`src/rtl/arb_mux_pkg.sv`:
```
// Shared definitions for the arb_mux family: select-mode constants and an
// index-width helper that never returns less than one bit.
package arb_mux_pkg;

    localparam int SEL_EXT = 0;
    localparam int SEL_RR  = 1;

    // Width of an index able to address n items; a single item still gets 1 bit.
    function automatic int clog2_min1(input int n);
        int w;
        w = $clog2(n);
        return (w < 1) ? 1 : w;
    endfunction

endpackage

```
`src/rtl/arb_mux_n_rr_pick.sv`:
```
// Rotate-priority encoder: grants the first requester at or after ptr,
// wrapping modulo NUM_IN. Purely combinational so other arbiters can reuse it.
module rr_pick #(
    parameter int NUM_IN = 4,
    parameter int SEL_W  = 2
) (
    input  logic [NUM_IN-1:0] req,
    input  logic [SEL_W-1:0]  ptr,
    output logic [SEL_W-1:0]  gnt_idx,
    output logic              gnt_any
);

    // Scan from the farthest offset down so the nearest requester after ptr wins.
    always_comb begin
        int idx;
        idx     = 0;
        gnt_idx = '0;
        gnt_any = 1'b0;
        for (int k = NUM_IN - 1; k >= 0; k--) begin
            idx = (int'(ptr) + k) % NUM_IN;
            if (req[idx]) begin
                gnt_idx = SEL_W'(idx);
                gnt_any = 1'b1;
            end
        end
    end

endmodule

```
`src/rtl/arb_mux_n.sv`:
```
// N-way WIDTH-bit selector with a registered output stage and valid/ready on
// every channel. RR_MODE picks between external select and round-robin.
// Optional build macro ARB_MUX_STATS_EN adds a 32-bit output handshake counter.
module arb_mux_n
    import arb_mux_pkg::*;
#(
    parameter  int WIDTH   = 32,
    parameter  int NUM_IN  = 4,
    parameter  int RR_MODE = 0,
    localparam int SEL_W   = clog2_min1(NUM_IN)
) (
    input  logic                    clk,
    input  logic                    rst,
    input  logic [NUM_IN*WIDTH-1:0] in_data,
    input  logic [NUM_IN-1:0]       in_valid,
    output logic [NUM_IN-1:0]       in_ready,
    input  logic [SEL_W-1:0]        sel,
    output logic [WIDTH-1:0]        out_data,
    output logic                    out_valid,
    input  logic                    out_ready,
`ifdef ARB_MUX_STATS_EN
    output logic [31:0]             xfer_cnt,
`endif
    output logic [SEL_W-1:0]        out_src
);

    logic [SEL_W-1:0] ptr;
    logic [SEL_W-1:0] rr_idx;
    logic             rr_any;
    logic [SEL_W-1:0] g;
    logic             gnt_ok;
    logic             load_en;
    logic             xfer;
    logic [WIDTH-1:0] sel_data;

    rr_pick #(
        .NUM_IN (NUM_IN),
        .SEL_W  (SEL_W)
    ) u_rr_pick (
        .req     (in_valid),
        .ptr     (ptr),
        .gnt_idx (rr_idx),
        .gnt_any (rr_any)
    );

    assign load_en = !out_valid || out_ready;

    // Resolve the granted channel; an out-of-range sel grants nothing.
    always_comb begin
        g      = '0;
        gnt_ok = 1'b0;
        if (RR_MODE == SEL_RR) begin
            g      = rr_idx;
            gnt_ok = rr_any;
        end else begin
            g      = sel;
            gnt_ok = ({1'b0, sel} < (SEL_W + 1)'(NUM_IN));
        end
    end

    // One-hot ready toward the granted channel and its data word.
    always_comb begin
        in_ready = '0;
        sel_data = '0;
        for (int i = 0; i < NUM_IN; i++) begin
            in_ready[i] = !rst && gnt_ok && load_en && (g == SEL_W'(i));
            if (g == SEL_W'(i)) begin
                sel_data = in_data[i*WIDTH +: WIDTH];
            end
        end
    end

    assign xfer = |(in_valid & in_ready);

    // Output register and round-robin pointer; both hold while the consumer stalls.
    always_ff @(posedge clk) begin
        if (rst) begin
            out_valid <= 1'b0;
            out_data  <= '0;
            out_src   <= '0;
            ptr       <= '0;
        end else if (load_en) begin
            out_valid <= xfer;
            if (xfer) begin
                out_data <= sel_data;
                out_src  <= g;
                ptr      <= (g == SEL_W'(NUM_IN - 1)) ? '0 : g + SEL_W'(1);
            end
        end
    end

`ifdef ARB_MUX_STATS_EN
    // Count accepted output words; wraps naturally at 2^32.
    always_ff @(posedge clk) begin
        if (rst) begin
            xfer_cnt <= '0;
        end else if (out_valid && out_ready) begin
            xfer_cnt <= xfer_cnt + 32'd1;
        end
    end
`endif

endmodule

```
`config.mk`:
```
export PLATFORM = sky130hd
export DESIGN_NAME = arb_mux_n
export DESIGN_NICKNAME = d
export VERILOG_FILES = /design/src/rtl/arb_mux_pkg.sv /design/src/rtl/arb_mux_n_rr_pick.sv /design/src/rtl/arb_mux_n.sv
export SDC_FILE = /design/constraint.sdc
export NUM_CORES = 1
export LEC_CHECK = 0
export BUFFER_PORTS_ARGS = -buffer_cell sky130_fd_sc_hd__clkbuf_2
export CORE_ASPECT_RATIO = 1.4
export CORE_MARGIN = 2
export CORE_UTILIZATION = 36
export CTS_CLUSTER_SIZE = 20
export DETAILED_ROUTE_END_ITERATION = 10
export PLACE_DENSITY = 0.75
export RECOVER_POWER = 25
export SLEW_MARGIN = 20
export SYNTH_ARGS = -nofsm -noshare
export SYNTH_HDL_FRONTEND = slang
export SYNTH_SLANG_ARGS = --single-unit
```
`constraint.sdc`:
```
create_clock -name clk -period 1.51 [get_ports clk]
set_input_delay 0.302 -clock clk [delete_from_list [all_inputs] [get_ports clk]]
set_output_delay 0.302 -clock clk [all_outputs]
set_load 0.01 [all_outputs]
```
==> impl_metrics.ini, run 1 <==
[run_status]
status = finished, final reports clean

[final_layout]
layout-drive-gt1-share_pct = 57.5
syn_to_final_growth_pct = 50.1
diodes = 0
fin_area_um2 = 3270
layout.cells.non_filler = 456
fin_util_pct = 55.7
fin_nets = 522

[timing]
worstMarginPinSlew_ps = 382
slew_headroom_pct = 74.5
fin_crit_sh_pct = 97.1
setup_tns_ps = 0
max_freq_ghz = 0.682
finalClockSkew_ps = 4.78
maxSlewViolCount = 0
rsz0062_at_grt = true
finalWorstPathRequiredPeriod_ps = 1470
hold_viol_final = 0
final-setup-viol-count = 0

[setup_path]
required_ps = 1210
end_kind = output pin
ff2ff_setup_slack_ps = 150
path_depth = 4
crit_start = out_valid
cp.buffers_inverters = 2
crit_path_max_incr_delay_ps = 330
crit_type = reg2out
worstPathArrival_ps = 1160
crit_family = flip-flops
crit_chain = nor2b_4, buf_4, nor4_2, buf_2
crit_fanout = 5
r2r_cells = 6
crit_end = in_ready[2]
start_kind = register
slowest_stage = dfxtp_2
worstReg2RegStart = out_valid
rr_endpoint = out_data[29]

[synthesis]
synthesis.nets = 348
ys.flop_type = dfxtp_1
netlist_area_um2 = 2180
yosysWarnings = 0
async_flop_share_pct = 0
synth_cell_type_count = 22
synth_seq_cells = 35
ys_seq_area_share_pct = 32.2
synth.avg_cell_area_um2 = 10.3
synth_cells = 211
synth_edf_count = 0

[cts]
clock-sinks = 35
cts_made_buffers = 5
cts_tree = done
path_clk_slew_ps = 70
clk_latency_ps = 280
ctsLongestPathBuffers = 2
cts_htree_levels = 2
clockRootBuffer = clkbuf_8

[drt]
route.detailed.drc = 0
firstDrtPassIters = 6
routedWlPerCell_um = 15.3
vias_per_cell = 5.48
postRouteWirelength_um = 6960
via_count = 2501
postRouteAntennaNets = 0
dr.first_iter.drc_count = 120

[floorplan]
rows = 33
dieWidth_um = 69.7
core-area_um2 = 5860
ios = 176
start_util_pct = 37.1
die_height_um = 96.0
dieArea_um2 = 6690

[global_routing]
grt_pass1_vias = 2274
track_usage_pct = 19.9
grt_max_degree = 36
grt_pass1_wl_um = 10500
grt-ovfl-total = 0
antenna_found_initial = 0

[placed_design]
place.gp.congestion = 0.772
hpwl_um = 5600
port_buffers = 175
place_inst = 446
placed_area_um2 = 3150

[pwr]
power_density_nw_per_um2 = 759
p_leak_nw = 1.47
power_mw = 2.48
vdd_drop_max_mv = 0.401

[hold_path]
hp-class = in2reg
holdPathStages = 3

[job]
drv_cap = 0
cells in the final DEF, fill, tap and decap left out, drive strengths merged:
cell | Yosys | layout
clkbuf | 4 | 180
dfxtp | 35 | 35
nand3 | 34 | 34
a21oi | 34 | 34
o21ai | 34 | 34
mux4 | 32 | 32
buf | 22 | 20
and3 | 3 | 3
nor4 | 2 | 2
nor2 | 2 | 2
nor3 | 2 | 2
inv | 1 | 1
nor2b | 1 | 1
nand2b | 1 | 1
mux2 | 1 | 1
mux2i | 1 | 1
or3 | 1 | 1
nand2 | 1 | 1
clkinv | 0 | 1
power by group:
| part | switching [mW] | leakage [nW] | internal (mW) | total [mW] |
|---|---|---|---|---|
| clock | 0.327 | 0.0422 | 0.324 | 0.651 |
| sequential | 0.0399 | 0.288 | 1.00 | 1.04 |
| combinational | 0.359 | 1.14 | 0.426 | 0.785 |
| total | 0.726 | 1.47 | 1.75 | 2.48 |
layer usage:
layer	global-route usage (%)	up-vias	part of all wire [%]
met5	0	-	0
met4	9.94	0	2.7
met3	3.04	16	6.1
met2	36.5	119	55
met1	22.6	1195	36
li1	-	1171	-
sequential cells by signal, summed over array words and instances (netlist names):
name	cells
out_data	32
out_src	2
out_valid	1
cells by family (layout without fill, tap and decap cells):
logic type | after synthesis | count (layout) | share of synthesized area (%)
AO/OA/AOI/OAI | 68 | 68 | 15.6
buffers and inverters | 27 | 202 | 6.73
flip-flops | 35 | 35 | 32.2
multiplexers | 34 | 34 | 34.1
AND/OR/NAND/NOR | 47 | 47 | 11.3
worst min-delay path, stage by stage:
cell      delay, ps
clkbuf_2        110
nand2b_1        150
a21oi_1          70
per-stage QoR:
| step | hold WS, ps | worst slack [ps] |
|---|---|---|
| after detailed placement | 455 | -122 |
| final | 394 | 44.1 |
| after floorplan | 488 | 56.1 |
| after global routing | 429 | -15.7 |
| after global placement | 450 | -69.6 |
| after CTS | 388 | 27.9 |
synthesized netlist by cell type (3+ instances only):
cell type / number / area (um^2)
a21oi_1: 34 / 170
dfxtp_1: 35 / 701
clkbuf_1: 4 / 15.0
nand3_1: 34 / 170
mux4_2: 32 / 721
o21ai_1: 29 / 145
and3_1: 3 / 18.8
o21ai_0: 5 / 25.0
buf_2: 18 / 90.1
final cells by class:
cell class,count,area [um^2]
clock inverter,1,5.00
sequential,35,702
clock buffer,7,76.3
tap,70,87.6
timing repair buffer,193,1020
multi-input combinational,149,1370
inverter,1,3.75
fill,543,2600
how the worst min path moves through the flow:
stage	endpoint	slack, ps	startpoint
2_1_floorplan	out_data[0]	490	out_data[0]
3_3_place_gp	out_data[15]	450	out_data[15]
3_5_place_dp	out_data[3]	460	out_data[3]
4_1_cts	out_valid	390	out_ready
5_1_grt	out_valid	430	out_ready
6_report	out_valid	390	out_ready
repair_timing:
| action | 4_1_cts | 5_1_grt |
|---|---|---|
| pin swaps | 1 | 0 |
| hold buffers | 0 | 0 |
| gates resized for setup | 6 | 5 |
| endpoints found under the setup margin | 3 | 3 |
| setup buffers | 1 | 2 |
Power figures use the tool's default switching activity.
==> inputs of run 2 (changes only) <==
--- a/config.mk
+++ b/config.mk
@@ -12,7 +12,7 @@
 export CTS_CLUSTER_SIZE = 20
 export DETAILED_ROUTE_END_ITERATION = 10
 export PLACE_DENSITY = 0.75
-export RECOVER_POWER = 25
+export RECOVER_POWER = 100
 export SLEW_MARGIN = 20
 export SYNTH_ARGS = -nofsm -noshare
 export SYNTH_HDL_FRONTEND = slang
==> impl_metrics.ini, run 2 (synthesis gave the netlist of run 1 again) <==
[final_layout]
top_regs = out_data x32, out_src x2, out_valid x1
largest_register_ffs = 32
fin_nets = 522
fin_util_pct = 55.3
layout.cells.non_filler = 456
fin_area_um2 = 3240
final_common_cell = clkbuf_2
diodes = 0
largest-register = out_data
layout-drive-gt1-share_pct = 53.1
syn_to_final_growth_pct = 49.1
final_cell_mix = clkbuf_2, clkbuf_1, nand3_1, a21oi_1, dfxtp_1

[setup_path]
required_ps = 1210
crit_type = reg2out
cp.buffers_inverters = 2
worstPathArrival_ps = 1160
slowest_stage = dfxtp_2
crit_fanout = 5
crit_chain = nor2b_4, buf_4, nor4_2, buf_2
crit_family = flip-flops
crit_path_max_incr_delay_ps = 330
end_kind = output pin
start_kind = register

[timing]
slew_headroom_pct = 74.7
worstMarginPinSlew_ps = 380
finalClockSkew_ps = 5.13
max_freq_ghz = 0.682
rsz0062_at_grt = true
setup_tns_ps = 0
final-setup-viol-count = 0
fin_crit_sh_pct = 97.0
holdWs_ps = 399
maxSlewViolCount = 0
finalWorstPathRequiredPeriod_ps = 1470
hold_viol_final = 0

[drt]
postRouteAntennaNets = 0
via_count = 2485
routedWlPerCell_um = 15.4
dr.first_iter.drc_count = 111
firstDrtPassIters = 5
postRouteWirelength_um = 7010
route.detailed.drc = 0
vias_per_cell = 5.45

[placed_design]
place.gp.congestion = 0.772
port_buffers = 175
place_inst = 446
hpwl_um = 5600
placed_area_um2 = 3150

[pwr]
switchingPower_mw = 0.725
power_density_nw_per_um2 = 761
swShare_pct = 29.4
vdd_drop_max_mv = 0.402
internal_power_mw = 1.74
pwr-share-seq_pct = 42.2
p_leak_nw = 1.42
power_frac_comb_pct = 31.5
p_clk_share_pct = 26.2

[global_routing]
antenna_found_initial = 0
grt_pass1_vias = 2274
grt_pass1_wl_um = 10500
grt_max_degree = 36
grt-ovfl-total = 0
track_usage_pct = 19.9

[job]
drv_cap = 0

[cts]
postCtsHoldBufs = 0
clk_latency_ps = 280
path_clk_slew_ps = 70
cts_htree_levels = 2
clock-sinks = 35
cts_tree = done
ctsLongestPathBuffers = 2
cts_made_buffers = 5
clockRootBuffer = clkbuf_8

[floorplan]
die_height_um = 96.0
ios = 176
core-area_um2 = 5860
dieArea_um2 = 6690
dieWidth_um = 69.7
start_util_pct = 37.1
rows = 33

[hold_path]
hp-class = in2reg

[run_status]
status = finished, final reports clean
==> run 2: cell counts in the layout (fill, tap and decap cells not counted) <==
No cell type changed its count.
==> run 2: worst reg2reg max path, cell delays in order, from the launching register on <==
cell	delay, ps
dfxtp_2	330
nor2b_4	140
buf_4	140
nor3_4	180
buf_4	260
o21ai_1	90
a21oi_1	160
==> run 2: per-stage QoR <==
stage               power, mW  worst slack (ps)
floorplan                1.50              56.1
global route             2.62             -15.7
detailed placement       1.85              -122
global placement         1.82             -69.6
finish                   2.47              44.6
CTS                      2.51              27.9
==> run 2: power groups by stage <==
stage | Combinational [mW] | Sequential, mW | Clock [mW]
6_report | 0.778 | 1.04 | 0.648
5_1_grt | 0.853 | 1.05 | 0.711
4_1_cts | 0.791 | 1.04 | 0.678
3_5_place_dp | 0.782 | 1.06 | 0
3_3_place_gp | 0.762 | 1.06 | 0
2_1_floorplan | 0.399 | 1.10 | 0
==> run 2: layer usage <==
| metal | wire length (um) | global-route usage [%] | part of all wire [%] |
|---|---|---|---|
| met1 | 2530 | 22.6 | 36 |
| met2 | 3840 | 36.5 | 55 |
| met3 | 442 | 3.04 | 6.3 |
| met4 | 200 | 9.94 | 2.9 |
| met5 | 0 | 0 | 0 |
==> run 2: final cells by class <==
class / count / area [um^2]
inverters: 1 / 3.75
clock inverters: 1 / 5.00
flip-flops and latches: 35 / 702
repair buffers: 193 / 1000
fillers: 553 / 2620
clock buffers: 7 / 76.3
multi-input cells: 149 / 1370
well taps: 70 / 87.6
==> run 2: timing repair <==
item                                    in CTS  in global routing
resized for setup                            6                  5
setup buffers                                1                  2
pin swaps                                    1                  0
endpoints found under the setup margin       3                  3
==> run 2: final timing paths <==
path,slack (ps),startpoint,cells past startpoint,endpoint
worst max register to register,150,out_valid,6,out_data[29]
worst min register to register,460,out_data[3],2,out_data[3]
worst min-delay path,400,out_ready,3,out_valid
worst max-delay path,40,out_valid,4,in_ready[2]
